<file path="config.mk">
export PLATFORM = sky130hd
export DESIGN_NAME = mem_access_ctrl
export DESIGN_NICKNAME = d
export VERILOG_FILES = /design/src/rtl/mem_access_ctrl.sv
export SDC_FILE = /design/constraint.sdc
export NUM_CORES = 1
export LEC_CHECK = 0
export BUFFER_PORTS_ARGS = -buffer_cell sky130_fd_sc_hd__buf_4
export CAP_MARGIN = 25
export CORE_ASPECT_RATIO = 0.6
export CORE_MARGIN = 5
export CORE_UTILIZATION = 49
export CTS_BUF_LIST = sky130_fd_sc_hd__clkbuf_8
export DETAILED_ROUTE_END_ITERATION = 10
export PLACE_DENSITY = 0.78
export RECOVER_POWER = 25
export SKIP_CTS_REPAIR_TIMING = 1
export SYNTH_ARGS = -nofsm -noshare
export SYNTH_HDL_FRONTEND = slang
export SYNTH_SLANG_ARGS = --single-unit
export TNS_END_PERCENT = 100
</file>
<file path="constraint.sdc">
create_clock -name clk -period 2.2 [get_ports clk]
set_input_delay 0.33 -clock clk [delete_from_list [all_inputs] [get_ports clk]]
set_output_delay 0.33 -clock clk [all_outputs]
set_load 0.02 [all_outputs]
</file>
<file path="src/rtl/mem_access_ctrl.sv">
// Single-port memory access sequencer: IDLE -> ACCESS (WAIT_STATES+1 cycles) -> DONE -> IDLE.
// Requests are level-sampled only in IDLE; anything arriving while busy is dropped, never queued.
module mem_access_ctrl #(
  parameter int ADDR_W      = 15,
  parameter int DATA_W      = 16,
  parameter int WAIT_STATES = 2
) (
  input  logic              clk,
  input  logic              rst,
  input  logic [ADDR_W-1:0] addr_in,
  input  logic [DATA_W-1:0] wdata,
  input  logic              rd_req,
  input  logic              wr_req,
  output logic              busy,
  output logic              done,
  output logic              err,
  output logic [DATA_W-1:0] rdata,
  output logic [ADDR_W-1:0] next_addr,
  output logic              mem_en,
  output logic              mem_we,
  output logic [ADDR_W-1:0] mem_addr,
  output logic [DATA_W-1:0] mem_wdata,
  input  logic [DATA_W-1:0] mem_rdata
);

  typedef enum logic [1:0] {IDLE, ACCESS, DONE} state_t;

  localparam logic [3:0]        WAIT_CNT = 4'(WAIT_STATES);
  localparam logic [ADDR_W-1:0] ADDR_ONE = {{(ADDR_W-1){1'b0}}, 1'b1};

  state_t            state_q, state_d;
  logic [3:0]        cnt_q, cnt_d;
  logic              wr_op_q, wr_op_d;
  logic [ADDR_W-1:0] addr_q, addr_d;
  logic [ADDR_W-1:0] next_addr_q, next_addr_d;
  logic [DATA_W-1:0] wdata_q, wdata_d;
  logic [DATA_W-1:0] rdata_q, rdata_d;
  logic              busy_q, busy_d;
  logic              done_q, done_d;
  logic              err_q, err_d;
  logic              mem_en_q, mem_en_d;
  logic              mem_we_q, mem_we_d;

  always_comb begin
    state_d     = state_q;
    cnt_d       = cnt_q;
    wr_op_d     = wr_op_q;
    addr_d      = addr_q;
    next_addr_d = next_addr_q;
    wdata_d     = wdata_q;
    rdata_d     = rdata_q;
    done_d      = 1'b0;
    err_d       = 1'b0;

    case (state_q)
      IDLE: begin
        if (rd_req ^ wr_req) begin
          state_d     = ACCESS;
          cnt_d       = WAIT_CNT;
          wr_op_d     = wr_req;
          addr_d      = addr_in;
          wdata_d     = wdata;
          next_addr_d = addr_in + ADDR_ONE;
        end else if (rd_req && wr_req) begin
          err_d = 1'b1;
        end
      end
      ACCESS: begin
        if (cnt_q != 4'd0) begin
          cnt_d = cnt_q - 4'd1;
        end else begin
          // mem_rdata is only guaranteed valid in the final ACCESS cycle
          state_d = DONE;
          done_d  = 1'b1;
          if (!wr_op_q) rdata_d = mem_rdata;
        end
      end
      DONE:    state_d = IDLE;
      default: state_d = IDLE;
    endcase

    // Outputs are registered from the next state so mem_* never see rd_req/wr_req combinationally
    busy_d   = (state_d != IDLE);
    mem_en_d = (state_d == ACCESS);
    mem_we_d = (state_d == ACCESS) && wr_op_d;
  end

  always_ff @(posedge clk) begin
    if (rst) begin
      state_q     <= IDLE;
      cnt_q       <= '0;
      wr_op_q     <= 1'b0;
      addr_q      <= '0;
      next_addr_q <= '0;
      wdata_q     <= '0;
      rdata_q     <= '0;
      busy_q      <= 1'b0;
      done_q      <= 1'b0;
      err_q       <= 1'b0;
      mem_en_q    <= 1'b0;
      mem_we_q    <= 1'b0;
    end else begin
      state_q     <= state_d;
      cnt_q       <= cnt_d;
      wr_op_q     <= wr_op_d;
      addr_q      <= addr_d;
      next_addr_q <= next_addr_d;
      wdata_q     <= wdata_d;
      rdata_q     <= rdata_d;
      busy_q      <= busy_d;
      done_q      <= done_d;
      err_q       <= err_d;
      mem_en_q    <= mem_en_d;
      mem_we_q    <= mem_we_d;
    end
  end

  assign busy      = busy_q;
  assign done      = done_q;
  assign err       = err_q;
  assign rdata     = rdata_q;
  assign next_addr = next_addr_q;
  assign mem_en    = mem_en_q;
  assign mem_we    = mem_we_q;
  assign mem_addr  = addr_q;
  assign mem_wdata = wdata_q;

endmodule
</file>
==> results.json <==
{
  "synth.distinct_cells": 35,
  "vias": 2769,
  "netlist_area_um2": 2880,
  "fp.dieW_um": 109,
  "post_dp_cell_area_um2": 3830,
  "critPathMaxFanout": 16,
  "routed_wl_um": 7860,
  "ys_async_sr_fraction": 0,
  "drtIter0Drc": 155,
  "antenna_found_initial": 0,
  "final.period_utilization": 0.849,
  "p_leak_nw": 1.61,
  "crit_required_ns": 2.42,
  "cts.clk_slew.worst_paths_ns": 0.08,
  "power_density_nw_per_um2": 998,
  "grt_max_degree": 45,
  "drt.antenna.violating_nets": 0,
  "area_growth_pct": 35.9,
  "wire_per_inst_um": 14.4,
  "max-cap-violations": 0,
  "nets": 517,
  "report.final.slew_viol_count": 0,
  "clock.fmax_mhz": 536,
  "layout-drive-gt1-share": 0.240,
  "grt_pass1_wl_um": 12700,
  "dpl.hpwl_um": 5910,
  "netlist_top_cells_area": "dfxtp_1 (51%), nand2_1 (14%), a21oi_1 (8.7%)",
  "cts_tree": "yes",
  "cts_buffer_depth": 2,
  "period_needed_ns": 1.87,
  "h-tree-depth": 3,
  "viasPerCell": 5.06,
  "core_area_um2": 5650,
  "yosysMostFrequentCell": "nand2_1",
  "clk_latency_ns": 0.35,
  "gr-total-overflow": 0,
  "yosys_warnings": 0,
  "cp.arrival_ns": 2.09,
  "setup_viol": 0,
  "synth_edf_count": 0,
  "yosys-top-cells-count": "nand2_1 (104), dfxtp_1 (74), a21oi_1 (50)",
  "cp-start-kind": "flop",
  "endpoint_kind": "flop",
  "syn_inst": 349,
  "ys.flop_type": "dfxtp_1",
  "cts-root-buf": "clkbuf_8",
  "cts.sinks": 74,
  "die-area_um2": 7570,
  "syn-num-nets": 404,
  "hold_violations": 0,
  "fin_setup_tns_ns": 0,
  "hold_path.class": "in2reg",
  "grt_use_total": 0.213,
  "rsz0062_at_grt": "false",
  "fin_util": 0.694,
  "row_count": 21,
  "path_class": "reg2reg",
  "status": "finished clean",
  "antenna-diode-count": 0,
  "holdWs_ns": 0.223,
  "start_util": 0.511,
  "slew_headroom": 0.712,
  "dr.pass1.iters": 5,
  "die_h_um": 69.4,
  "synth_top_area_cell": "dfxtp_1",
  "fin_area_um2": 3920,
  "drc_errors": 0,
  "ys_ff_latch": 74,
  "place_congestion": 0.779,
  "synth-seq-area-share": 0.514,
  "io_buffers": 117,
  "fin_worst_skew_ns": 0.00698,
  "p_total_w": 0.00391,
  "grt_pass1_vias": 2557,
  "synth_top_area_frac": 0.514,
  "synth_area_per_cell_um2": 8.26,
  "io_pins": 118,
  "worstMarginPinSlew_ns": 0.431,
  "numCtsBuffers": 9,
  "worst_ir_drop_vdd_mv": 0.596
}
## flip-flops by register name, indices dropped and copies added (netlist names)
signal and flops:
busy 1, cnt_q 4, done 1, err 1, mem_addr 15, mem_en 1
mem_wdata 16, mem_we 1, next_addr 15, rdata 16, state_q 2, wr_op_q 1
## layout make-up
cell class,count,area [um^2]
Clock buffer,9,124
Timing Repair Buffer,125,840
Fill cell,466,1730
Multi-Input combinational cell,247,1270
Inverter,5,18.8
Sequential cell,74,1480
Tap cell,80,100
Clock inverter,7,86.3
## layout by cell type (no fill, tap or decap), types with 2 or more instances in the layout
cell and n:
clkbuf_8 9, nand2_1 104, buf_12 2, buf_4 90, nor4_1 3, or3_1 3
nor3_1 8, inv_1 7, nor2b_1 2, bufinv_16 2, clkinv_2 2, xor2_1 2
ha_1 4, nand4b_1 2, nand4_1 4, a211oi_1 10, clkbuf_1 33, nand3_1 5
nor2_1 18, o21ai_0 6, xnor2_1 10, a311oi_1 2, a21oi_1 50, dfxtp_1 74
## power breakdown
part / total [W] / switching, W / leakage (nW) / internal [W]
clock network: 0.00111 / 0.000485 / 0.116 / 0.000628
logic: 0.00115 / 0.000696 / 0.886 / 0.000453
registers: 0.00165 / 0.000120 / 0.607 / 0.00153
total: 0.00391 / 0.00130 / 1.61 / 0.00261
## metrics by stage
stage / worst slack (ns) / cells
2_1_floorplan: 0.339 / 349
3_3_place_gp: 0.368 / 531
3_5_place_dp: 0.323 / 531
4_1_cts: 0.329 / 547
5_1_grt: 0.213 / 547
6_report: 0.333 / 547
## routing by layer
metal / track usage / wire (um)
met5: 0 / 0
met4: 0.0546 / 50
met3: 0.0865 / 724
met2: 0.316 / 3550
met1: 0.286 / 3530
## path summary, 6_finish.rpt
| path | startpoint | end | slack, ns | depth (start not counted) |
|---|---|---|---|---|
| worst max-delay path | cnt_q[0] | rdata[1] | 0.33 | 6 |
| worst min-delay path | mem_rdata[15] | rdata[15] | 0.22 | 3 |
| worst max register to register | cnt_q[0] | rdata[1] | 0.33 | 6 |
| worst min register to register | mem_addr[3] | mem_addr[3] | 0.46 | 2 |
## worst max-delay path: stages (launching register included)
cell,delay (ns)
dfxtp_1,0.35
inv_1,0.09
ha_1,0.16
or3b_1,0.45
or3_4,0.51
nand2_1,0.11
a21oi_1,0.07
## kinds of logic after synthesis
logic type | after synthesis | share of synthesized area
AO/OA/AOI/OAI | 71 | 0.137
buffers and inverters | 28 | 0.0477
adder cells (fa/ha/maj) | 4 | 0.0174
AND/OR/NAND/NOR | 159 | 0.244
XOR/XNOR | 12 | 0.0364
multiplexers | 1 | 0.00390
flip-flops | 74 | 0.514
(Power assumes the default switching activity.)
